File: src/rtl/kpg_prefix_seq_if.sv
// kpg_prefix_seq_if: operand/result handshake bundle for the sequential prefix adder.
interface kpg_prefix_seq_if #(parameter int WIDTH = 16);
   logic             in_valid, in_ready, cin;
   logic [WIDTH-1:0] a, b, sum;
   logic             out_valid, out_ready, cout, busy;
   modport master (output in_valid, a, b, cin, out_ready,
                   input  in_ready, out_valid, sum, cout, busy);
   modport slave  (input  in_valid, a, b, cin, out_ready,
                   output in_ready, out_valid, sum, cout, busy);
endinterface

File: src/rtl/kpg_prefix_seq.sv
// kpg_prefix_seq: multi-cycle Kogge-Stone adder, one KPG prefix stage per clock.
module kpg_prefix_seq #(parameter int WIDTH = 16) (
   input logic clk,
   input logic rst,
   kpg_prefix_seq_if.slave bus
);
   localparam int STAGES = $clog2(WIDTH + 1);
   localparam int SW = (STAGES > 1) ? $clog2(STAGES + 1) : 1;
   localparam logic [1:0] K = 2'b00, P = 2'b01, G = 2'b10;
   typedef enum logic [1:0] {IDLE, PREFIX, DONE} state_t;
   state_t state;
   logic [SW-1:0] s;
   logic [WIDTH-1:0] ar, br;
   logic [WIDTH:0][1:0] v, v_init, v_new;
   logic [WIDTH:0] carry;
   always_comb begin
      v_init[0] = bus.cin ? G : K;
      for (int i = 0; i < WIDTH; i++) v_init[i+1] = {bus.a[i] & bus.b[i], bus.a[i] ^ bus.b[i]};
   end
   // Stage distance is unrolled per stage so every index stays constant.
   always_comb begin
      v_new = v;
      for (int j = 0; j < STAGES; j++)
         for (int i = 1 << j; i <= WIDTH; i++)
            if (s == SW'(j)) v_new[i] = (v[i] == P) ? v[i-(1<<j)] : v[i];
      for (int i = 0; i <= WIDTH; i++) carry[i] = (v_new[i] == G);
   end
   always_ff @(posedge clk)
      if (rst) begin
         state    <= IDLE;
         s        <= '0;
         v        <= '0;
         ar       <= '0;
         br       <= '0;
         bus.sum  <= '0;
         bus.cout <= 1'b0;
      end else
         case (state)
            IDLE: if (bus.in_valid) begin
               ar    <= bus.a;
               br    <= bus.b;
               v     <= v_init;
               s     <= '0;
               state <= PREFIX;
            end
            PREFIX: begin
               v <= v_new;
               s <= s + 1'b1;
               if (s == SW'(STAGES - 1)) begin
                  bus.sum  <= ar ^ br ^ carry[WIDTH-1:0];
                  bus.cout <= carry[WIDTH];
                  state    <= DONE;
               end
            end
            DONE: if (bus.out_ready) state <= IDLE;
            default: state <= IDLE;
         endcase
   assign bus.in_ready  = (state == IDLE) & ~rst;
   assign bus.out_valid = (state == DONE);
   assign bus.busy      = (state != IDLE);
endmodule
File: src/flat_wrapper.sv
// flat-port wrapper written by rule: the top's interface ports become plain ports
module kpg_prefix_seq_flat 
#(parameter int WIDTH = 16)
  (clk, rst, bus_in_valid, bus_a, bus_b, bus_cin, bus_out_ready, bus_in_ready, bus_out_valid, bus_sum, bus_cout, bus_busy);
  kpg_prefix_seq_if #(.WIDTH(WIDTH)) bus_i ();
  input logic clk;
  input logic rst;
  input wire logic [$bits(bus_i.in_valid)-1:0] bus_in_valid;
  input wire logic [$bits(bus_i.a)-1:0] bus_a;
  input wire logic [$bits(bus_i.b)-1:0] bus_b;
  input wire logic [$bits(bus_i.cin)-1:0] bus_cin;
  input wire logic [$bits(bus_i.out_ready)-1:0] bus_out_ready;
  output wire logic [$bits(bus_i.in_ready)-1:0] bus_in_ready;
  output wire logic [$bits(bus_i.out_valid)-1:0] bus_out_valid;
  output wire logic [$bits(bus_i.sum)-1:0] bus_sum;
  output wire logic [$bits(bus_i.cout)-1:0] bus_cout;
  output wire logic [$bits(bus_i.busy)-1:0] bus_busy;
  assign bus_i.in_valid = bus_in_valid;
  assign bus_i.a = bus_a;
  assign bus_i.b = bus_b;
  assign bus_i.cin = bus_cin;
  assign bus_i.out_ready = bus_out_ready;
  assign bus_in_ready = bus_i.in_ready;
  assign bus_out_valid = bus_i.out_valid;
  assign bus_sum = bus_i.sum;
  assign bus_cout = bus_i.cout;
  assign bus_busy = bus_i.busy;
  kpg_prefix_seq #(.WIDTH(WIDTH)) u_core (.clk(clk), .rst(rst), .bus(bus_i));
endmodule
File: config.mk
export PLATFORM = sky130hd
export DESIGN_NAME = kpg_prefix_seq_flat
export DESIGN_NICKNAME = d
export VERILOG_FILES = /design/src/rtl/kpg_prefix_seq_if.sv /design/src/rtl/kpg_prefix_seq.sv /design/src/flat_wrapper.sv
export SDC_FILE = /design/constraint.sdc
export NUM_CORES = 1
export LEC_CHECK = 0
export BUFFER_PORTS_ARGS = -buffer_cell sky130_fd_sc_hd__buf_2
export CORE_MARGIN = 2
export CORE_UTILIZATION = 40
export CTS_BUF_LIST = sky130_fd_sc_hd__clkbuf_2
export DETAILED_ROUTE_END_ITERATION = 10
export RECOVER_POWER = 100
export SYNTH_ARGS = -nofsm -noshare
export SYNTH_HDL_FRONTEND = slang
export SYNTH_SLANG_ARGS = --single-unit
File: constraint.sdc
create_clock -name clk -period 4.5 [get_ports clk]
set_input_delay 0.9 -clock clk [delete_from_list [all_inputs] [get_ports clk]]
set_output_delay 0.9 -clock clk [all_outputs]
set_load 0.05 [all_outputs]
==> metrics.csv <==
metric,value,unit
share of post-route cells with drive strength above 1,9.82,%
cts repair resizes,0,
grt met2 use,36.7,%
RSZ-0062 raised after global routing,false,
final hold violation count,0,
largest net degree at the start of global routing,55,
pre-CTS setup slack,1.61,ns
Critical Path Start Type,input port,
switching share of total power,35.2,%
Worst Path Required,3.60,ns
post-DP HPWL,10.7,mm
internal power,0.00103,W
TritonCTS Buffers,9,
maxcap violations,2,
DIE AREA,13600,µm²
vias in the first global route,4538,
Clock Path Buffers,2,
Worst EP arrival,2.71,ns
first-pass GRT wire length,24.2,mm
Post-synth top cells,"nand2_1, dfxtp_1, a21oi_1",
Hold Path Class,reg2reg,
Slew @ Worst Pin,2.03,ns
"Slew Viols, Final",98,
Initial DRC Count,512,
Yosys top cell area share,34.2,%
Die Ht,117,µm
Post-synth EDFFs,0,
Synth area leader,dfxtp_1,
largest cells by area after synthesis,"dfxtp_1, nand2_1, a21oi_1",
Final min period,3.61,ns
antenna-violating nets left,0,
setup TNS,0,ns
gpl congestion,0.974,
gr ovfl total,0,
DR WL/cell,18.1,µm
Netlist Area Pre-Place,5090,µm²
Sink Count,87,
Post-Route WL,15.4,mm
Total Nets Final,735,
postcts setup bufs,0,
# setup viols final,0,
Total GRT Usage,23.0,%
Ys Warns,0,
# rows,41,
antenna violations before repair,0,
Worst-Skew Late Latency,0.58,ns
pwr/cell area,291,nW/µm²
Fmax,277,MHz
syn_area_per_cell,7.74,µm²
CTS tree,yes,
Static Leak,1.98,nW
Gate power share,21.5,%
fin worst setup slack,0.889,ns
Crit Path Class,in2out,
crit path max fanout,42,
synth unique cells,69,
failing checks,"capacitance limit, slew limit",
sw power,0.000558,W
Syn Nets,715,
H-tree depth,3,
Antenna Cells,0,
Root Buffer,clkbuf_2,
Post-synth ARST share,0,%
DRC errors left,0,
I/O pins,57,
Final period util,80.3,%
hold_buf cts,0,
sequential share of power,55.1,%
Worst Skew,0.0254,ns
Die Span X,117,µm
clk slew on worst S/H paths,0.23,ns
starting density of the core,40.6,%
Syn-to-layout area delta,7.21,%
GR Layer Usage met3,4.15,%
Seq cells post-synth,87,
CP endpoint kind,output pin,
vias per inst,5.76,
predominant post-synthesis flop cell,dfxtp_1,
via count,4922,
Max VDD drop,0.127,mV
outcome,"complete, but fails checks",
clock share of power,23.4,%
core area,12500,µm²
most common cell in the netlist,nand2_1,
GRT Max-Usage Layer,met2,
"Seq/Total Area, Yosys",34.2,%
first-pass iteration count of the detailed router,6,
Syn Inst Count,657,
port buffer count,56,
max_slew headroom,-35.0,%
fraction of met1 tracks used by global routing,31.3,%
through the flow:
step           util, %  instance area, µm²  std cells  hold slack (ns)  power [W]
2_1_floorplan        -                5090        657            0.448    0.00113
3_3_place_gp      43.2                5410        837            0.447    0.00123
3_5_place_dp      43.2                5410        837            0.458    0.00123
4_1_cts           44.0                5500        853            0.487    0.00160
5_1_grt           43.6                5450        854            0.465    0.00168
6_report          43.6                5450        854            0.482    0.00159
cell families (layout without fill, tap and decap cells):
group	count (synthesis)	count (layout)	synth area share, %
adders and majority gates	21	21	5.17
AOI/OAI and AO/OA	194	194	26.5
buffers and inverters	72	97	5.93
muxes	1	1	0.197
and+or+nand+nor	252	252	22.8
xor gates and xnor gates	30	30	5.17
DFF	87	87	34.2
per-layer routing:
| layer | share of wire, % | routed length (µm) |
|---|---|---|
| met4 | 2.3 | 348 |
| met3 | 6.3 | 973 |
| met2 | 46 | 7100 |
| met5 | 0 | 0 |
| met1 | 45 | 7000 |
registers in the layout, summed over array words and instances (netlist names):
register,flops
u_core.bus.sum,16
u_core.v,33
u_core.s,3
u_core.state,2
u_core.ar,16
u_core.bus.cout,1
u_core.br,16
cells in the final DEF, fill, tap and decap left out, types with 10 or more instances in the layout:
master    Yosys  layout
nand2_1     126     126
dfxtp_1      87      87
a21oi_1      63      63
nor2_1       55      55
buf_2        16      36
xnor2_1      23      23
clkbuf_1     35      22
ha_1         21      21
o21ai_0      12      18
a31oi_1      17      17
inv_1        15      15
a22o_1       14      14
a221oi_1     14      14
nor2b_1      10      10
clkbuf_2      0      10
power groups by stage:
stage | clock, W | combinational, W | sequential [W]
floorplan | 0 | 0.000274 | 0.000855
global placement | 0 | 0.000340 | 0.000887
detailed placement | 0 | 0.000346 | 0.000888
CTS | 0.000381 | 0.000348 | 0.000873
global route | 0.000415 | 0.000380 | 0.000882
finish | 0.000371 | 0.000341 | 0.000876
critical path: stages:
cell and delay (ns):
clkbuf_1 1.42, nor2_1 0.10, buf_2 0.29
final cells by class:
| cell class | count | area [µm²] |
|---|---|---|
| Fill cell | 1362 | 7060 |
| Multi-Input combinational cell | 498 | 3020 |
| Sequential cell | 87 | 1740 |
| Timing Repair Buffer | 66 | 323 |
| Tap cell | 172 | 215 |
| Inverter | 15 | 56.3 |
| Clock buffer | 10 | 50.0 |
| Clock inverter | 6 | 45.0 |
final timing paths:
kind	from	to	slack (ns)	cells past startpoint
worst max-delay path	rst	bus_in_ready	0.89	3
worst min-delay path	u_core.bus.sum[0]	u_core.bus.sum[0]	0.48	2
worst max register to register	u_core.s[0]	u_core.bus.sum[14]	1.01	8
worst min register to register	u_core.bus.sum[0]	u_core.bus.sum[0]	0.48	2
No activity file was read; power rests on OpenSTA's default activity.
